File: src/rtl/ps2_cmd_parser.sv
// ps2_cmd_parser: serial parser for PS/2 command lines (FIRE, RESET, QUEUE, LAUNCH, "SET k v").
// Define PS2_CMD_CLAMP_EN to saturate out-of-range SET values to MAX_VALUE instead of rejecting them.
module ps2_cmd_parser #(
  parameter int LINE_BYTES = 32,
  parameter int NUM_CH     = 2,
  parameter int NUM_W      = 32,
  parameter int MAX_DIGITS = 6,
  parameter int MAX_VALUE  = 99999,
  parameter int CH_INIT    = 0
) (
  input  logic                      clock,
  input  logic                      resetn,
  input  logic [8*LINE_BYTES-1:0]   input_line,
  input  logic                      line_valid,
  output logic                      line_ready,
  output logic [NUM_CH*NUM_W-1:0]   ch_value,
  output logic [NUM_CH-1:0]         ch_update,
  output logic                      cmd_fire,
  output logic                      cmd_reset,
  output logic                      cmd_queue,
  output logic                      cmd_launch,
  output logic                      cmd_err,
  output logic                      busy
);

  localparam int PTR_W = $clog2(LINE_BYTES + 1);
  localparam int ACC_W = NUM_W + 4;
  localparam int CNT_W = $clog2(MAX_DIGITS + 1);
  localparam int CH_W  = (NUM_CH > 1) ? $clog2(NUM_CH) : 1;
  localparam logic [ACC_W-1:0] ACC_MAX  = ACC_W'(MAX_VALUE);
  localparam logic [7:0]       CH_LIMIT = 8'(8'h30 + NUM_CH);

  typedef enum logic [2:0] {S_IDLE, S_DECODE, S_DIGIT, S_COMMIT, S_PULSE, S_ERROR} state_t;
  typedef enum logic [1:0] {C_FIRE, C_RESET, C_QUEUE, C_LAUNCH} cmd_t;

  state_t                  state, state_nxt;
  cmd_t                    cmd_sel, cmd_nxt;
  logic [CH_W-1:0]         ch_sel, ch_nxt;
  logic [8*LINE_BYTES-1:0] line_buf;
  logic [PTR_W-1:0]        ptr;
  logic [CNT_W-1:0]        n_dig;
  logic [ACC_W-1:0]        acc, acc_step, acc_sat;
  logic [55:0]             head;
  logic [7:0]              b [7];
  logic [7:0]              cur;
  logic                    accept, cur_term, cur_digit, over, pulse_any;
  logic [NUM_CH-1:0]       upd_d;
  logic                    fire_d, reset_d, queue_d, launch_d, err_d;

  function automatic logic is_term(input logic [7:0] c);
    return (c == 8'h00) || (c == 8'h20) || (c == 8'h0D);
  endfunction

  assign head = line_buf[8*LINE_BYTES-1 -: 56];
  always_comb begin
    for (int i = 0; i < 7; i++) b[i] = head[55-8*i -: 8];
  end

  // Digit phase consumes the buffer MSB-first; shifted-in zeros read as terminators.
  assign cur       = line_buf[8*LINE_BYTES-1 -: 8];
  assign cur_term  = is_term(cur) || (ptr == PTR_W'(LINE_BYTES));
  assign cur_digit = (cur >= 8'h30) && (cur <= 8'h39);
  assign acc_step  = acc * ACC_W'(10) + ACC_W'(cur - 8'h30);
  assign over      = acc_step > ACC_MAX;
  assign acc_sat   = over ? ACC_MAX : acc_step;

  assign pulse_any  = (|ch_update) | cmd_fire | cmd_reset | cmd_queue | cmd_launch | cmd_err;
  assign line_ready = (state == S_IDLE) && !pulse_any;
  assign busy       = ~line_ready;
  assign accept     = line_valid && line_ready;

  always_ff @(posedge clock or negedge resetn) begin
    if (!resetn) begin
      state   <= S_IDLE;
      cmd_sel <= C_FIRE;
      ch_sel  <= '0;
    end else begin
      state   <= state_nxt;
      cmd_sel <= cmd_nxt;
      ch_sel  <= ch_nxt;
    end
  end

  always_comb begin
    state_nxt = state;
    cmd_nxt   = cmd_sel;
    ch_nxt    = ch_sel;
    case (state)
      S_IDLE: if (accept) state_nxt = S_DECODE;
      S_DECODE: begin
        state_nxt = S_ERROR;
        if ({b[0], b[1], b[2], b[3]} == "FIRE" && is_term(b[4])) begin
          state_nxt = S_PULSE;
          cmd_nxt   = C_FIRE;
        end else if ({b[0], b[1], b[2], b[3], b[4]} == "RESET" && is_term(b[5])) begin
          state_nxt = S_PULSE;
          cmd_nxt   = C_RESET;
        end else if ({b[0], b[1], b[2], b[3], b[4]} == "QUEUE" && is_term(b[5])) begin
          state_nxt = S_PULSE;
          cmd_nxt   = C_QUEUE;
        end else if ({b[0], b[1], b[2], b[3], b[4], b[5]} == "LAUNCH" && is_term(b[6])) begin
          state_nxt = S_PULSE;
          cmd_nxt   = C_LAUNCH;
        end else if ({b[0], b[1], b[2], b[3]} == "SET " && b[4] >= 8'h30 && b[4] < CH_LIMIT
                     && b[5] == 8'h20) begin
          state_nxt = S_DIGIT;
          ch_nxt    = CH_W'(b[4] - 8'h30);
        end
      end
      S_DIGIT: begin
        if (cur_term) state_nxt = (n_dig == '0) ? S_ERROR : S_COMMIT;
        else if (!cur_digit || n_dig == CNT_W'(MAX_DIGITS)) state_nxt = S_ERROR;
`ifndef PS2_CMD_CLAMP_EN
        else if (over) state_nxt = S_ERROR;
`endif
      end
      S_COMMIT, S_PULSE, S_ERROR: state_nxt = S_IDLE;
      default: state_nxt = S_IDLE;
    endcase
  end

  always_ff @(posedge clock or negedge resetn) begin
    if (!resetn) begin
      line_buf <= '0;
      ptr      <= '0;
      n_dig    <= '0;
      acc      <= '0;
    end else begin
      case (state)
        S_IDLE: if (accept) line_buf <= input_line;
        S_DECODE: begin
          line_buf <= line_buf << 48;
          ptr      <= PTR_W'(6);
          n_dig    <= '0;
          acc      <= '0;
        end
        S_DIGIT: if (state_nxt == S_DIGIT) begin
          acc      <= acc_sat;
          n_dig    <= n_dig + CNT_W'(1);
          ptr      <= ptr + PTR_W'(1);
          line_buf <= line_buf << 8;
        end
        default: ;
      endcase
    end
  end

  always_comb begin
    upd_d    = '0;
    fire_d   = 1'b0;
    reset_d  = 1'b0;
    queue_d  = 1'b0;
    launch_d = 1'b0;
    err_d    = 1'b0;
    case (state)
      S_COMMIT: upd_d = NUM_CH'(1) << ch_sel;
      S_PULSE: begin
        fire_d   = (cmd_sel == C_FIRE);
        reset_d  = (cmd_sel == C_RESET);
        queue_d  = (cmd_sel == C_QUEUE);
        launch_d = (cmd_sel == C_LAUNCH);
      end
      S_ERROR: err_d = 1'b1;
      default: ;
    endcase
  end

  // Pulses are registered; line_ready stays low through the pulse cycle via pulse_any.
  always_ff @(posedge clock or negedge resetn) begin
    if (!resetn) begin
      ch_value   <= {NUM_CH{NUM_W'(CH_INIT)}};
      ch_update  <= '0;
      cmd_fire   <= 1'b0;
      cmd_reset  <= 1'b0;
      cmd_queue  <= 1'b0;
      cmd_launch <= 1'b0;
      cmd_err    <= 1'b0;
    end else begin
      ch_update  <= upd_d;
      cmd_fire   <= fire_d;
      cmd_reset  <= reset_d;
      cmd_queue  <= queue_d;
      cmd_launch <= launch_d;
      cmd_err    <= err_d;
      if (state == S_COMMIT) ch_value[ch_sel*NUM_W +: NUM_W] <= acc[NUM_W-1:0];
    end
  end

endmodule

File: config.mk
export PLATFORM = sky130hd
export DESIGN_NAME = ps2_cmd_parser
export DESIGN_NICKNAME = d
export VERILOG_FILES = /design/src/rtl/ps2_cmd_parser.sv
export SDC_FILE = /design/constraint.sdc
export NUM_CORES = 1
export LEC_CHECK = 0
export ABC_CLOCK_PERIOD_IN_PS = 7800
export CAP_MARGIN = 25
export CORE_ASPECT_RATIO = 0.9
export CORE_UTILIZATION = 50
export CTS_CLUSTER_SIZE = 40
export DETAILED_ROUTE_END_ITERATION = 10
export MAX_ROUTING_LAYER = met4
export PLACE_DENSITY = 0.79
export SKIP_LAST_GASP = 1
export SLEW_MARGIN = 15
export SYNTH_ARGS = -nofsm -noshare
export SYNTH_HDL_FRONTEND = slang
export SYNTH_SLANG_ARGS = --single-unit
File: constraint.sdc
create_clock -name clock -period 7.8 [get_ports clock]
set_clock_uncertainty 0.2 [all_clocks]
set_input_delay 1.56 -clock clock [delete_from_list [all_inputs] [get_ports clock]]
set_output_delay 1.56 -clock clock [all_outputs]
set_load 0.005 [all_outputs]
==> flow_results.xml <==
<?xml version="1.0" encoding="UTF-8"?>
<metrics>
  <group name="routing">
    <metric name="routed_wl" unit="um">79200</metric>
    <metric name="via_total_after_detailed_routing" unit="">20842</metric>
    <metric name="drc_errors" unit="">0</metric>
    <metric name="detail_route.vias_per_cell" unit="">6.197</metric>
    <metric name="wl_per_cell" unit="um">23.55</metric>
    <metric name="antenna_left" unit="">0</metric>
    <metric name="drtPass1Iterations" unit="">7</metric>
    <metric name="iteration_0_drc_count_of_the_detailed_router" unit="">2591</metric>
  </group>
  <group name="global_routing">
    <metric name="grt_pass1_wl" unit="um">121300</metric>
    <metric name="grt_start_max_net_pins" unit="">225</metric>
    <metric name="grt_pass1_vias" unit="">20782</metric>
    <metric name="antenna_violations_before_repair" unit="">2</metric>
    <metric name="grtUsageTotal" unit="%">33.13</metric>
    <metric name="grt_remaining_overflow" unit="">0</metric>
  </group>
  <group name="synthesis">
    <metric name="ys_seq_area_share" unit="%">39.26</metric>
    <metric name="async_flop_share" unit="%">100.0</metric>
    <metric name="synthesis.area" unit="sq um">24030</metric>
    <metric name="synthCells" unit="">2403</metric>
    <metric name="synthesis.area_per_instance" unit="sq um">9.999</metric>
    <metric name="synth_largest_type_area_fraction" unit="%">39.26</metric>
    <metric name="synth_flop_cell" unit="">dfrtp_1</metric>
    <metric name="synthesis.nets" unit="">2774</metric>
    <metric name="synthMostInstantiatedCell" unit="">nand2_1</metric>
    <metric name="ys_warn_count" unit="">0</metric>
    <metric name="yosysUniqueCellTypes" unit="">82</metric>
    <metric name="synth_largest_area_cell" unit="">dfrtp_1</metric>
    <metric name="synth_enable_flop_cells" unit="">0</metric>
    <metric name="post_synth_main_area_contributors" unit="">dfrtp_1, mux2_4, nand2_1</metric>
    <metric name="synth_commonest_cells" unit="">nand2_1, dfrtp_1, a22oi_1</metric>
    <metric name="yosys_register_bits" unit="">377</metric>
  </group>
  <group name="timing">
    <metric name="setup_viol" unit="">0</metric>
    <metric name="layout_worst_path_cycle_share" unit="%">93.95</metric>
    <metric name="tightest_slew" unit="ps">1151</metric>
    <metric name="final_critical_path_setup_slack" unit="ps">471.7</metric>
    <metric name="timing.final.hold_violations" unit="">0</metric>
    <metric name="max_freq" unit="MHz">136.5</metric>
    <metric name="period_needed" unit="ps">7328</metric>
    <metric name="rsz0062_at_grt" unit="">no</metric>
    <metric name="final_max_slew_viol_count" unit="">0</metric>
    <metric name="slew_headroom" unit="%">23.29</metric>
    <metric name="finalSetupTns" unit="ps">0</metric>
  </group>
  <group name="worst_setup_path">
    <metric name="crit_path_max_incr_delay" unit="ps">510</metric>
    <metric name="critical_path.startpoint_type" unit="">register</metric>
    <metric name="cp_max_fo" unit="">15</metric>
    <metric name="critical_path.endpoint_type" unit="">register</metric>
    <metric name="crit_path_top_delay_cell" unit="">or4b_1</metric>
    <metric name="worstPathRequired" unit="ps">8090</metric>
    <metric name="critPathKind" unit="">register to register</metric>
    <metric name="setup.reg_to_reg.worst_slack" unit="ps">470</metric>
    <metric name="worst-endpoint-arrival" unit="ps">7610</metric>
  </group>
  <group name="die">
    <metric name="die_area" unit="sq um">48940</metric>
    <metric name="rows" unit="">75</metric>
    <metric name="boundaryPins" unit="">332</metric>
    <metric name="core_footprint" unit="sq um">47010</metric>
    <metric name="initial_util" unit="%">51.11</metric>
    <metric name="die_span_y" unit="um">210.0</metric>
    <metric name="die_x" unit="um">233.1</metric>
  </group>
  <group name="placement">
    <metric name="gp_routability_congestion" unit="">0.9608</metric>
    <metric name="port_buffers" unit="">331</metric>
    <metric name="dp_slack" unit="ps">14.07</metric>
    <metric name="place_hpwl" unit="um">59360</metric>
  </group>
  <group name="clock_network">
    <metric name="worst_setup_hold_path_clk_slew" unit="ps">60</metric>
    <metric name="clk_root_buffer_cell" unit="">clkbuf_16</metric>
    <metric name="cts_tree" unit="">done</metric>
    <metric name="cts_hold_buf" unit="">0</metric>
    <metric name="cts-root-to-sink-buffers" unit="">3</metric>
    <metric name="clkSinkCount" unit="">377</metric>
    <metric name="numCtsBuffers" unit="">42</metric>
    <metric name="clock_h_tree_levels" unit="">2</metric>
    <metric name="clk-insertion-delay-late" unit="ps">600</metric>
  </group>
  <group name="hold_path">
    <metric name="min-delay-path-class" unit="">register to register</metric>
  </group>
  <group name="finish">
    <metric name="area_growth_syn_to_fin" unit="%">23.50</metric>
    <metric name="layout.core_utilization" unit="%">63.12</metric>
    <metric name="count_of_nets_after_finishing" unit="">3084</metric>
    <metric name="final_layout_size_suffix_gt1_share" unit="%">16.24</metric>
  </group>
  <group name="power">
    <metric name="p_leak" unit="nW">14.38</metric>
    <metric name="vdd.ir_drop.worst" unit="mV">0.2759</metric>
    <metric name="power_density_relative_to_cell_area" unit="nW/um^2">375.0</metric>
  </group>
  <group name="status">
    <metric name="status" unit="">finished clean</metric>
  </group>
  <group name="run">
    <metric name="max_cap_violations" unit="">0</metric>
  </group>
</metrics>
routing by layer:
layer / vias to the layer above / wire length (um) / GRT usage, %
met5: - / 0 / -
met2: 954 / 37060 / 51.86
met4: 0 / 2804 / 11.54
met1: 10358 / 33940 / 44.31
met3: 165 / 5392 / 4.194
li1: 9365 / - / -
repair_timing:
| item | 4_1_cts | 5_1_grt |
|---|---|---|
| pin swaps | 0 | 1 |
| buffers inserted | 0 | 2 |
| gates resized for setup | 1 | 11 |
| setup endpoints to repair | 6 | 301 |
cells by family (layout without fill, tap and decap cells):
family,after synthesis,after routing,share of synthesized area (%)
xor+xnor,52,52,1.896
compound gates,515,515,15.38
other cells,0,1,0
fa+ha+maj,112,112,5.895
buf+inv,183,526,4.499
flops,377,377,39.26
mux,294,294,16.85
simple gates,870,870,16.21
per-stage QoR:
stage	power, W	std cells	instance area [sq um]	hold WS (ps)
2_1_floorplan	0.007288	2403	24030	245.6
3_3_place_gp	0.008632	3280	28030	255.8
4_1_cts	0.01103	3358	29580	281.9
6_report	0.01113	3363	29670	276.3
5_1_grt	0.01160	3363	29670	295.0
3_5_place_dp	0.008807	3281	28050	263.3
layout by cell type (no fill, tap or decap), types with 8 or more instances in the layout:
cell and instances:
nand2_1 572, dfrtp_1 377, clkdlybuf4s50_1 330, a22oi_1 208, mux2_4 200, ha_1 110, a21oi_1 67, mux2_2 66
nor2_1 63, buf_4 61, o21ai_0 54, a22o_1 44, clkbuf_16 43, and3_1 38, nand3_1 37, xnor2_1 35
inv_1 34, nor3_1 27, nand4_1 24, a21o_1 21, buf_12 21, nor4_1 20, mux2_1 18, xor2_1 17
o211ai_1 14, nand2b_1 13, mux2i_1 10, clkinv_2 10, a211oi_1 9, o21a_1 9, or3_1 9, a31oi_1 9
nor2b_1 8, a32o_1 8, clkbuf_8 8
worst max-delay path, delay by kind of cell, from the launching register on:
kind,cells,cell delay [ps]
AO/OA/AOI/OAI,10,2380
XOR/XNOR,1,100
adder cells (fa/ha/maj),3,800
buffers and inverters,4,740
flip-flops,1,490
multiplexers,1,350
AND/OR/NAND/NOR,10,2160
worst paths after layout:
check	from	end	cells after the start
min in group asynchronous	resetn	line_buf[28]	1
worst min-delay path	ch_value[39]	ch_value[39]	2
max in group asynchronous	resetn	acc[18]	2
worst max register to register	acc[10]	line_buf[31]	29
worst max-delay path	acc[10]	line_buf[31]	29
worst min register to register	ch_value[39]	ch_value[39]	2
where the power goes:
| group | internal, W | switching (W) |
|---|---|---|
| combinational | 0.00280 | 0.00246 |
| sequential | 0.00267 | 0.000999 |
| clock | 0.00133 | 0.000874 |
flip-flops by register name, indices dropped and copies added, names as in the netlist, 2 cells and up:
register	flops
line_buf	256
ch_value	64
acc	35
ptr	6
n_dig	3
state	3
ch_update	2
cmd_sel	2
cell type report:
| class | instances | area, sq um |
|---|---|---|
| Clock inverter | 22 | 332.8 |
| Multi-Input combinational cell | 1843 | 13570 |
| Antenna cell | 1 | 2.502 |
| Inverter | 34 | 127.6 |
| Clock buffer | 55 | 1201 |
| Tap cell | 616 | 770.7 |
| Timing Repair Buffer | 415 | 4235 |
| Fill cell | 3664 | 17340 |
| Sequential cell | 377 | 9434 |
Power figures use the tool's default switching activity.
